**config.mk**
```make
export PLATFORM = sky130hd
export DESIGN_NAME = cpumc_bus_arbiter
export DESIGN_NICKNAME = d
export VERILOG_FILES = /design/src/rtl/cpumc_bus_arbiter.sv
export SDC_FILE = /design/constraint.sdc
export NUM_CORES = 1
export LEC_CHECK = 0
export CAP_MARGIN = 10
export CORE_AREA = 2 2 90 74
export DETAILED_ROUTE_END_ITERATION = 10
export DIE_AREA = 0 0 92 76
export DONT_BUFFER_PORTS = 1
export GPL_ROUTABILITY_DRIVEN = 0
export SETUP_SLACK_MARGIN = 0.1
export SYNTH_ARGS = -nofsm -noshare
export SYNTH_HDL_FRONTEND = slang
export SYNTH_SLANG_ARGS = --single-unit
export TNS_END_PERCENT = 5
```
**constraint.sdc**
```tcl
create_clock -name clk_in -period 2.3 [get_ports clk_in]
set_input_delay 0.23 -clock clk_in [delete_from_list [all_inputs] [get_ports clk_in]]
set_output_delay 0.23 -clock clk_in [all_outputs]
set_load 0.05 [all_outputs]
```
**src/rtl/cpumc_bus_arbiter.sv**
```systemverilog
// CPU memory-controller bus arbiter: shares cpumc_a/r_nw/din between the rp2a03, HCI and PRG loader,
// stalling the CPU via rdy and inserting an idle turnaround between owners.
module cpumc_bus_arbiter #(
  parameter int unsigned DRAIN_MAX    = 16,
  parameter int unsigned TURN_CYCLES  = 2,
  parameter int unsigned LDR_MAX_HOLD = 256
) (
  input  logic        clk_in,
  input  logic        rst_n_in,
  input  logic [15:0] cpu_a_in,
  input  logic        cpu_r_nw_in,
  input  logic [7:0]  cpu_d_in,
  output logic        cpu_rdy_out,
  input  logic        hci_req_in,
  output logic        hci_gnt_out,
  input  logic [15:0] hci_a_in,
  input  logic        hci_r_nw_in,
  input  logic [7:0]  hci_d_in,
  input  logic        ldr_req_in,
  output logic        ldr_gnt_out,
  input  logic [15:0] ldr_a_in,
  input  logic        ldr_r_nw_in,
  input  logic [7:0]  ldr_d_in,
  output logic [15:0] bus_a_out,
  output logic        bus_r_nw_out,
  output logic [7:0]  bus_d_out,
  output logic [1:0]  owner_out
);

  localparam int unsigned DW = $clog2(DRAIN_MAX + 1);
  localparam int unsigned TW = $clog2(TURN_CYCLES + 1);
  localparam int unsigned HW = $clog2(LDR_MAX_HOLD + 1);

  typedef enum logic [2:0] {S_CPU, S_DRAIN, S_OWN_HCI, S_OWN_LDR, S_TURN} state_t;
  typedef enum logic [1:0] {OWN_CPU, OWN_HCI, OWN_LDR, OWN_NONE} owner_t;

  state_t        state_q, state_d;
  owner_t        owner_q, owner_d;
  logic          rdy_q, rdy_d;
  logic          hgnt_q, hgnt_d;
  logic          lgnt_q, lgnt_d;
  logic [DW-1:0] drain_q, drain_d;
  logic [TW-1:0] turn_q, turn_d;
  logic [HW-1:0] hold_q, hold_d;

  always_ff @(posedge clk_in or negedge rst_n_in) begin
    if (!rst_n_in) begin
      state_q <= S_CPU;
      owner_q <= OWN_CPU;
      rdy_q   <= 1'b1;
      hgnt_q  <= 1'b0;
      lgnt_q  <= 1'b0;
      drain_q <= '0;
      turn_q  <= '0;
      hold_q  <= '0;
    end else begin
      state_q <= state_d;
      owner_q <= owner_d;
      rdy_q   <= rdy_d;
      hgnt_q  <= hgnt_d;
      lgnt_q  <= lgnt_d;
      drain_q <= drain_d;
      turn_q  <= turn_d;
      hold_q  <= hold_d;
    end
  end

  // Counters default to zero so each one clears automatically whenever its state is left.
  always_comb begin
    state_d = state_q;
    owner_d = owner_q;
    rdy_d   = rdy_q;
    hgnt_d  = hgnt_q;
    lgnt_d  = lgnt_q;
    drain_d = '0;
    turn_d  = '0;
    hold_d  = '0;
    unique case (state_q)
      S_CPU: begin
        if (hci_req_in || ldr_req_in) begin
          state_d = S_DRAIN;
          rdy_d   = 1'b0;
        end
      end
      S_DRAIN: begin
        if (!hci_req_in && !ldr_req_in) begin
          state_d = S_CPU;
          rdy_d   = 1'b1;
        end else if (cpu_r_nw_in || drain_q == DW'(DRAIN_MAX - 1)) begin
          if (hci_req_in) begin
            state_d = S_OWN_HCI;
            owner_d = OWN_HCI;
            hgnt_d  = 1'b1;
          end else begin
            state_d = S_OWN_LDR;
            owner_d = OWN_LDR;
            lgnt_d  = 1'b1;
          end
        end else begin
          drain_d = drain_q + 1'b1;
        end
      end
      S_OWN_HCI: begin
        if (!hci_req_in) begin
          state_d = S_TURN;
          owner_d = OWN_NONE;
          hgnt_d  = 1'b0;
        end
      end
      S_OWN_LDR: begin
        if (!ldr_req_in || (hci_req_in && hold_q == HW'(LDR_MAX_HOLD - 1))) begin
          state_d = S_TURN;
          owner_d = OWN_NONE;
          lgnt_d  = 1'b0;
        end else if (hci_req_in) begin
          hold_d = hold_q + 1'b1;
        end
      end
      S_TURN: begin
        if (turn_q == TW'(TURN_CYCLES - 1)) begin
          if (hci_req_in) begin
            state_d = S_OWN_HCI;
            owner_d = OWN_HCI;
            hgnt_d  = 1'b1;
          end else if (ldr_req_in) begin
            state_d = S_OWN_LDR;
            owner_d = OWN_LDR;
            lgnt_d  = 1'b1;
          end else begin
            state_d = S_CPU;
            owner_d = OWN_CPU;
            rdy_d   = 1'b1;
          end
        end else begin
          turn_d = turn_q + 1'b1;
        end
      end
      default: begin
        state_d = S_CPU;
        owner_d = OWN_CPU;
        rdy_d   = 1'b1;
        hgnt_d  = 1'b0;
        lgnt_d  = 1'b0;
      end
    endcase
  end

  always_comb begin
    bus_a_out    = '0;
    bus_r_nw_out = 1'b1;
    bus_d_out    = '0;
    unique case (owner_q)
      OWN_CPU: begin
        bus_a_out    = cpu_a_in;
        bus_r_nw_out = cpu_r_nw_in;
        bus_d_out    = cpu_d_in;
      end
      OWN_HCI: begin
        bus_a_out    = hci_a_in;
        bus_r_nw_out = hci_r_nw_in;
        bus_d_out    = hci_d_in;
      end
      OWN_LDR: begin
        bus_a_out    = ldr_a_in;
        bus_r_nw_out = ldr_r_nw_in;
        bus_d_out    = ldr_d_in;
      end
      default: begin
        bus_a_out    = '0;
        bus_r_nw_out = 1'b1;
        bus_d_out    = '0;
      end
    endcase
  end

  assign cpu_rdy_out = rdy_q;
  assign hci_gnt_out = hgnt_q;
  assign ldr_gnt_out = lgnt_q;
  assign owner_out   = owner_q;

endmodule

```
==> results of run 1 <==
[area by class of cell]
type                            count  area [µm²]
Clock buffer                        4        45.0
Fill cell                         620        3790
Inverter                            4        15.0
Multi-Input combinational cell    172        1110
Sequential cell                    24         603
Tap cell                           84         105
Timing Repair Buffer               33         508
[flip-flops by register name (all words and copies together), names as in the netlist]
| register | flops |
|---|---|
| cpu_rdy_out | 1 |
| hold_q | 9 |
| hci_gnt_out | 1 |
| ldr_gnt_out | 1 |
| state_q | 3 |
| drain_q | 5 |
| turn_q | 2 |
| owner_out | 2 |
[metrics by stage]
step / instance area (µm²) / worst slack (ns) / cells
2_1_floorplan: 1790 / -0.139 / 215
3_3_place_gp: 2310 / 0.252 / 314
3_5_place_dp: 2310 / 0.157 / 314
4_1_cts: 2360 / 0.148 / 319
5_1_grt: 2390 / 0.0486 / 321
6_report: 2390 / 0.156 / 321
[logic make-up after synthesis]
kind of cell | Yosys count | share of synthesized area
compound gates | 48 | 0.170
xor+xnor | 9 | 0.0442
fa+ha+maj | 4 | 0.0281
buf+inv | 19 | 0.0463
flops | 24 | 0.337
mux | 25 | 0.141
simple gates | 86 | 0.233
[placed cells by master (no fill, tap or decap), drive strengths merged, types with 2 or more instances in the layout]
cell / Yosys / layout
dfrtp: 23 / 23
or3: 3 / 3
and2: 3 / 3
inv: 4 / 4
or2b: 2 / 2
nor2: 20 / 20
a21oi: 3 / 3
xor2: 6 / 6
o32ai: 3 / 3
nor2b: 3 / 3
nor3: 4 / 4
mux2i: 24 / 24
buf: 5 / 32
nand3: 7 / 7
o21ai: 28 / 28
nand2b: 6 / 6
and3: 4 / 4
clkbuf: 10 / 4
nand2: 28 / 28
o22a: 2 / 2
a211oi: 3 / 3
ha: 4 / 4
xnor2: 3 / 3
[worst max path at each step]
stage                     depth (start not counted)                startpoint  slack (ns)                       to
after global routing                              8       hold_q[0]$_DFF_PN0_        0.05  ldr_gnt_out$_DFFE_PN0P_
after global placement                            8       hold_q[0]$_DFF_PN0_        0.25  ldr_gnt_out$_DFFE_PN0P_
after floorplan                                   4  owner_out[1]$_DFFE_PN0P_       -0.14            bus_a_out[14]
final                                             8       hold_q[0]$_DFF_PN0_        0.16  ldr_gnt_out$_DFFE_PN0P_
after detailed placement                          8       hold_q[0]$_DFF_PN0_        0.16  ldr_gnt_out$_DFFE_PN0P_
after CTS                                         8       hold_q[0]$_DFF_PN0_        0.15  ldr_gnt_out$_DFFE_PN0P_
[what timing repair did]
item	in CTS	in global routing
hold endpoints to repair	24	0
setup endpoints to repair	0	4
setup buffers	0	1
hold buffers	1	0
gates resized for setup	0	2
[power by group through the flow]
stage / Combinational [mW] / Sequential (mW) / Clock (mW)
CTS: 2.99 / 0.735 / 0.257
detailed placement: 2.97 / 0.741 / 0
finish: 2.98 / 0.738 / 0.248
floorplan: 1.82 / 0.716 / 0
global route: 3.15 / 0.758 / 0.284
global placement: 2.95 / 0.736 / 0
[routing by layer]
| metal | wire, µm | GRT usage | vias to the layer above |
|---|---|---|---|
| met1 | 2230 | 0.213 | 790 |
| met2 | 2400 | 0.206 | 46 |
| met3 | 198 | 0.0178 | 4 |
| met5 | 0 | 0 | - |
| li1 | - | - | 805 |
| met4 | 40 | 0.0358 | 0 |
[worst max-delay path: cells and delay by family (launching register included)]
kind | cells | cell delay [ns]
AOI/OAI and AO/OA | 2 | 0.42
adders and majority gates | 2 | 0.37
DFF | 1 | 0.41
and+or+nand+nor | 4 | 0.82
==> out/metrics.yaml, run 1 <==
finalNetCount: 321
io_buffers: 0
drc: 0
fin_tns_setup_ns: 0
cts-root-buf: "clkbuf_8"
synth_nets: 298
clockBufferDepth: 2
io_pins: 109
synth_edf_count: 0
cts.sinks: 24
hold_class: "in -> reg"
fmax_ghz: 0.466
drt_iter0_drc: 79
reg2regPathDepth: 8
synthTopCellsByCount: "nand2_1 (28), o21ai_0 (28), mux2i_1 (24)"
cp_slowest_cell: "or3_1"
antenna_left: 0
worst_clock_skew_ns: 0.00173
period_minus_slack_ns: 2.14
layout-drive-gt1-share: 0.186
holdWs_ns: 0.123
grt_setup_unrepaired: "true"
grt_max_degree: 27
synthToLayoutAreaGrowth_pct: 34.0
slew_violations: 0
hold_viol: 0
seq_area_frac_synth: 0.337
htreeDepth: 1
antenna_found_initial: 0
vdd_drop_max_v: 0.00121
worstHoldStart: "hci_req_in"
swShare: 0.525
avgViaCountPerCell: 5.12
netlist_top_cells_area: "dfrtp_1 (32%), mux2i_1 (13%), o21ai_0 (7.9%)"
syn_area_um2: 1780
slew_headroom: 0.650
cp_data_required_time_ns: 2.45
arrival_ns: 2.29
end_kind: "flop"
gr-total-overflow: 0
synth-main-ff-cell: "dfrtp_1"
maxCapViolCount: 0
synth.distinct_cells: 42
die_area_um2: 6990
syn_avg_cell_area_um2: 8.30
reg2reg_slack_ns: 0.16
cts.clk_slew.worst_paths_ns: 0.08
p_seq_frac: 0.186
p_comb_frac: 0.751
path_cells: "ha_2, nand3_1, nor2_1, ha_1, and2_1, o22ai_2, or3_1, a221o_1"
r2r-start: "hold_q[0]$_DFF_PN0_"
status: "finished clean"
wl_per_cell_um: 15.2
rows: 26
fp.coreArea_um2: 6180
grtUsageTotal: 0.139
r2r-end: "ldr_gnt_out$_DFFE_PN0P_"
numCtsBuffers: 3
yosys.area.top_type: "dfrtp_1"
fp.dieH_um: 76
p_total_mw: 3.97
holdPathEnd: "hold_q[1]$_DFF_PN0_"
post-route-period-util: 0.932
startpoint_type: "flop"
slowest_delay_ns: 0.42
intPower_mw: 1.88
leakage_nw: 1.01
clock_latency_ns: 0.26
wl_um: 4880
die_w_um: 92
grt_pass1_wl_um: 7950
num_vias: 1645
yosysWarnings: 0
postLayoutCoreUtil: 0.387
netlist.area_leader.share: 0.323
initial_core_util: 0.289
setup_viol: 0
grt_pass1_vias: 1533
path_class: "reg -> reg"
whs_path_depth: 1
synth-seq-cells: 24
p_per_area_nw_per_um2: 1660
cts_tree: "built"
tightest_slew_ns: 0.525
hpwlAfterDp_um: 3720
dr.pass1.iters: 4
critPathMaxFanout: 5
synth-async-reset-ratio: 1.00
clkPwrFrac: 0.063
syn_inst: 215
diodes: 0
p_switching_mw: 2.08
Note: power is estimated with default switching activity, not from simulation.
==> inputs of run 2 (changes only) <==
Settings changed: ABC_AREA from default to 1, CORE_AREA 2 2 90 74 to 2 2 92 76, DIE_AREA 0 0 92 76 to 0 0 94 78.
==> run 2 against run 1 <==
Effect of this change:
- core utilization grew 0.74 points
- count of clock-buffer cells in the layout stayed put
- combinational power grew 3%
- global-route usage decreased by 2.0 points
- flip-flop and latch count stayed put
- register-to-register slack improved by 0.30 ns
- die area grew 4.9%
- hold slack got worse by 0.040 ns
- design area up 4.6%
- clock power increased by 15%
- via count grew 14%
- power grew 1.2%
- critical path type is now reg -> out
- highest routed layer unchanged
==> out/metrics.yaml, run 2 <==
status: "finished clean"
cts-root-buf: "clkbuf_8"
end_kind: "output pin"
synth-async-reset-ratio: 1.00
initial_core_util: 0.295
avgViaCountPerCell: 4.76
clock_latency_ns: 0.27
netlist.area_leader.share: 0.308
die_w_um: 94
vdd_drop_max_v: 0.000620
synth_nets: 368
setup_viol: 0
fp.dieH_um: 78
wl_um: 4700
num_vias: 1877
syn_inst: 285
met1_usage: 0.145
path_class: "reg -> out"
tightest_slew_ns: 0.523
synth-main-ff-cell: "dfrtp_1"
postCtsSetupBuffers: 0
cts_resized: 0
max_flop_register: "hold_q"
io_pins: 109
cts.sinks: 24
p_per_area_nw_per_um2: 1610
drt_iter0_drc: 65
cp_data_required_time_ns: 2.07
synthToLayoutAreaGrowth_pct: 33.8
finalNetCount: 394
holdWs_ns: 0.0833
numCtsBuffers: 3
grtUsageMet2: 0.216
drc: 0
syn_avg_cell_area_um2: 6.56
fp.coreArea_um2: 6340
worst_clock_skew_ns: 0.00628
largest_reg_flops: 9
hpwlAfterDp_um: 3870
wl_per_cell_um: 11.9
gr-total-overflow: 0
yosys.area.top_type: "dfrtp_1"
arrival_ns: 1.66
critPathMaxFanout: 25
reg2reg_slack_ns: 0.46
multi_input_area_um2: 1100
slew_violations: 0
fmax_ghz: 0.530
io_buffers: 0
post-route-period-util: 0.820
crit_start: "owner_out[0]$_DFFE_PN0P_"
die_area_um2: 7330
hold_viol: 0
antenna_found_initial: 0
synth_edf_count: 0
cts_hold_buf: 1
slew_headroom: 0.650
synth-seq-cells: 24
synth.most_common_cell: "nand2_1"
syn_area_um2: 1870
grt_setup_unrepaired: "false"
worstHoldStart: "hci_req_in"
cts.clk_slew.worst_paths_ns: 0.08
cts_tree: "built"
layout_common_cells: "nand2_1 (115), nand3_1 (38), nor2_1 (26), buf_12 (25), dfrtp_1 (23)"
reg_top3: "hold_q x9, drain_q x5, state_q x3"
clockBufferDepth: 2
seq_area_frac_synth: 0.322
fin_tns_setup_ns: 0
grt.busiest_layer: "met2"
netlist_top_cells_area: "dfrtp_1 (31%), nand2_1 (23%), nand3_1 (10%)"
grtUsageTotal: 0.119
leakage_nw: 1.22
rows: 26
diodes: 0
layout-drive-gt1-share: 0.210
dr.pass1.iters: 4
final_common_cell: "nand2_1"
grt_pass1_wl_um: 7130
antenna_left: 0
maxCapViolCount: 0
hold_class: "in -> reg"
synthTopCellsByCount: "nand2_1 (115), nand3_1 (38), nor2_1 (26)"
synth.distinct_cells: 30
seq_area_um2: 602
yosysWarnings: 0
period_minus_slack_ns: 1.89
grt_use_met3: 0.0155
nFillCells: 642
r2r-start: "hold_q[0]$_DFF_PN0_"
htreeDepth: 1
grt_pass1_vias: 1595
startpoint_type: "flop"
grt_max_degree: 26
## run 2: power by group
group          leakage [nW]  internal (mW)  switching [mW]  total [mW]
clock network        0.0288          0.153           0.132       0.285
registers             0.324          0.499           0.170       0.669
logic                 0.865           1.24            1.83        3.06
## run 2: cell families after synthesis
kind of cell    Yosys count  synth area share
fa+ha+maj                 4            0.0268
buf+inv                  33            0.0890
compound gates           12            0.0361
xor+xnor                  3            0.0141
simple gates            209             0.512
flops                    24             0.322
## run 2: area by class of cell
class | count | area share
Clock buffer | 4 | 0.0220
Timing Repair Buffer | 30 | 0.219
Inverter | 24 | 0.0360
Sequential cell | 24 | 0.241
Multi-Input combinational cell | 228 | 0.440
Tap cell | 84 | 0.0420
## run 2: worst paths after layout
kind / end / cells after the start
max: bus_a_out[12] / 6
min: hold_q[7]$_DFF_PN0_ / 2
max reg2reg: owner_out[1]$_DFFE_PN0P_ / 12
min reg2reg: turn_q[0]$_DFF_PN0_ / 1
max in group asynchronous: owner_out[1]$_DFFE_PN0P_ / 2
min in group asynchronous: hci_gnt_out$_DFFE_PN0P_ / 1
## run 2: stage by stage
stage / total power, mW / utilization / area, µm² / std cells / setup WS [ns]
floorplan: 2.51 / - / 1870 / 285 / 0.433
global placement: 3.71 / 0.382 / 2420 / 388 / 0.506
detailed placement: 3.74 / 0.382 / 2420 / 388 / 0.451
CTS: 4.05 / 0.392 / 2490 / 393 / 0.371
global route: 4.25 / 0.394 / 2500 / 394 / 0.265
finish: 4.02 / 0.394 / 2500 / 394 / 0.415
## run 2: worst max-delay path: stages, from the launching register on
cell	delay (ns)
dfrtp_1	0.34
buf_4	0.22
nand2_1	0.09
inv_2	0.30
nand2_1	0.09
nand3_1	0.18
buf_12	0.16
## run 2: per-layer routing
metal,share of wire,vias up
met2,0.49,91
met5,0,-
li1,-,945
met1,0.41,834
met3,0.086,7
met4,0.012,0
==> inputs of run 3 (changes only) <==
Clock period 2.3 ns to 1.65 ns, I/O delays scaled along.
==> run 3 against run 2 <==
Effect of this change:
- the flow now finishes with violations (negative setup slack)
- global-route usage increased by 1.3 points
- combinational power increased by 20%
- hold slack got worse by 0.060 ns
- clock power is 24% higher
- flip-flop and latch count unchanged
- register-to-register slack got worse by 0.56 ns
- wire length is 6.9% higher
- core utilization grew 1.1 points
- clock skew up 0.0034 ns
- sequential power increased by 42%
- critical path type is now reg -> reg
- critical endpoint is now owner_out[0]$_DFFE_PN0P_
- largest cell class unchanged
==> out/metrics.yaml, run 3 (same netlist as run 2, synthesis figures left out) <==
status: "complete, but fails checks"
violations: "negative setup slack"
antenna_left: 0
grt_pass1_wl_um: 7920
cp_slowest_cell: "dfrtp_1"
p_per_area_nw_per_um2: 1940
grtUsageTotal: 0.132
io_pins: 109
whs_path_depth: 2
finalWorstSetupSlack_ns: -0.102
avgViaCountPerCell: 4.79
finalNetCount: 387
reg2reg_slack_ns: -0.10
diodes: 0
max_flop_register: "hold_q"
holdPathEnd: "hold_q[7]$_DFF_PN0_"
intPower_mw: 1.96
die_area_um2: 7330
cpMostUsedCell: "nor2_4"
fp.coreArea_um2: 6340
r2r-end: "owner_out[0]$_DFFE_PN0P_"
p_comb_frac: 0.738
fp.dieH_um: 78
drc: 0
largest_reg_flops: 9
path_class: "reg -> reg"
period_minus_slack_ns: 1.75
end_kind: "flop"
reg_top3: "hold_q x9, drain_q x5, state_q x3"
rows: 26
fmax_ghz: 0.571
startpoint_type: "flop"
layout_common_cells: "nand2_1 (104), nor2_1 (23), dfrtp_1 (21), nand3_4 (20)"
cts_tree: "built"
hold_class: "in -> reg"
vdd_drop_max_v: 0.000980
clock_latency_ns: 0.27
hpwlAfterDp_um: 3770
r2r-start: "hold_q[1]$_DFF_PN0_"
worst_clock_skew_ns: 0.00973
critPathMaxFanout: 5
die_w_um: 94
htreeDepth: 1
fin_tns_setup_ns: -0.386
io_buffers: 0
nFillCells: 629
antenna_found_initial: 0
swShare: 0.606
slew_violations: 0
p_switching_mw: 3.02
grt_max_degree: 26
gr-total-overflow: 0
wl_um: 5020
clkPwrFrac: 0.071
cts.clk_slew.worst_paths_ns: 0.09
wl_per_cell_um: 13.0
leakage_nw: 1.22
hold_viol: 0
arrival_ns: 1.91
setup_viol: 8
layout-drive-gt1-share: 0.333
drt_iter0_drc: 58
tightest_slew_ns: 0.516
reg2regPathDepth: 12
initial_core_util: 0.295
slowest_delay_ns: 0.37
grt_pass1_vias: 1707
synthToLayoutAreaGrowth_pct: 37.7
worstHoldStart: "hci_req_in"
path_cells: "ha_2, nand3_4, nor2_4, and3_4, ha_4, nand2_2, nand2_2, nor2_4, nor2_4, nand3_2, nand2_1, nand2_1"
layoutNonFillerInstCount: 387
maxCapViolCount: 0
grt_setup_unrepaired: "true"
num_vias: 1855
numCtsBuffers: 3
dpl.cell_count: 374
slew_headroom: 0.655
cts-root-buf: "clkbuf_8"
dr.pass1.iters: 4
post-route-period-util: 1.06
cts.sinks: 24
p_seq_frac: 0.191
final_common_cell: "nand2_1"
cp_data_required_time_ns: 1.81
clockBufferDepth: 2
crit_start: "hold_q[1]$_DFF_PN0_"
run 3: worst max path at each step:
stage                                          end  slack [ns]  cells after the start
after floorplan           owner_out[1]$_DFFE_PN0P_       -0.02                     12
after global placement    owner_out[1]$_DFFE_PN0P_       -0.01                     12
after detailed placement       hold_q[6]$_DFF_PN0_       -0.08                     10
after CTS                 owner_out[0]$_DFFE_PN0P_       -0.09                     12
after global routing      owner_out[1]$_DFFE_PN0P_       -0.23                     12
final                     owner_out[0]$_DFFE_PN0P_       -0.10                     12
run 3: routing by layer:
| layer | vias to the layer above | part of all wire | global-route usage |
|---|---|---|---|
| met5 | - | 0 | 0 |
| met4 | 0 | 0.0068 | 0.0261 |
| met3 | 5 | 0.079 | 0.0126 |
| met2 | 85 | 0.54 | 0.247 |
| met1 | 831 | 0.37 | 0.162 |
| li1 | 934 | - | - |
run 3: per-stage QoR:
stage               area [µm²]  utilization  setup slack, ns  hold slack (ns)  power (mW)
floorplan                 1990            -          -0.0161           -0.131        3.63
global placement          2210        0.349          -0.0103           -0.130        4.27
detailed placement        2210        0.349          -0.0796           -0.130        4.29
CTS                       2440        0.385          -0.0852           0.0173        4.97
global route              2570        0.406           -0.227           0.0200        5.31
finish                    2570        0.406           -0.102           0.0231        4.98
run 3: layout make-up:
class	instances	area, µm²	share of cell area
Multi-Input combinational cell	228	1440	0.560
Sequential cell	24	604	0.235
Timing Repair Buffer	23	270	0.105
Inverter	24	108	0.0418
Tap cell	84	105	0.0408
Clock buffer	4	45.0	0.0175
run 3: power by group through the flow:
stage | Sequential (mW) | Combinational (mW) | Clock, mW
2_1_floorplan | 0.953 | 2.68 | 0
3_3_place_gp | 0.954 | 3.31 | 0
3_5_place_dp | 0.959 | 3.33 | 0
4_1_cts | 0.947 | 3.65 | 0.366
5_1_grt | 0.969 | 3.95 | 0.394
6_report | 0.950 | 3.68 | 0.353
run 3: critical path, delay by kind of cell, from the launching register on:
| kind | cells | cell delay, ns |
|---|---|---|
| adder cells (fa/ha/maj) | 2 | 0.34 |
| flip-flops | 1 | 0.37 |
| AND/OR/NAND/NOR | 10 | 0.93 |
run 3: what timing repair did:
action | 4_1_cts | 5_1_grt
pin swaps | 12 | 30
gates resized for setup | 25 | 22
endpoints found under the setup margin | 42 | 46
endpoints found under the hold margin | 24 | 0
setup buffers | 2 | 5
hold buffers | 1 | 0
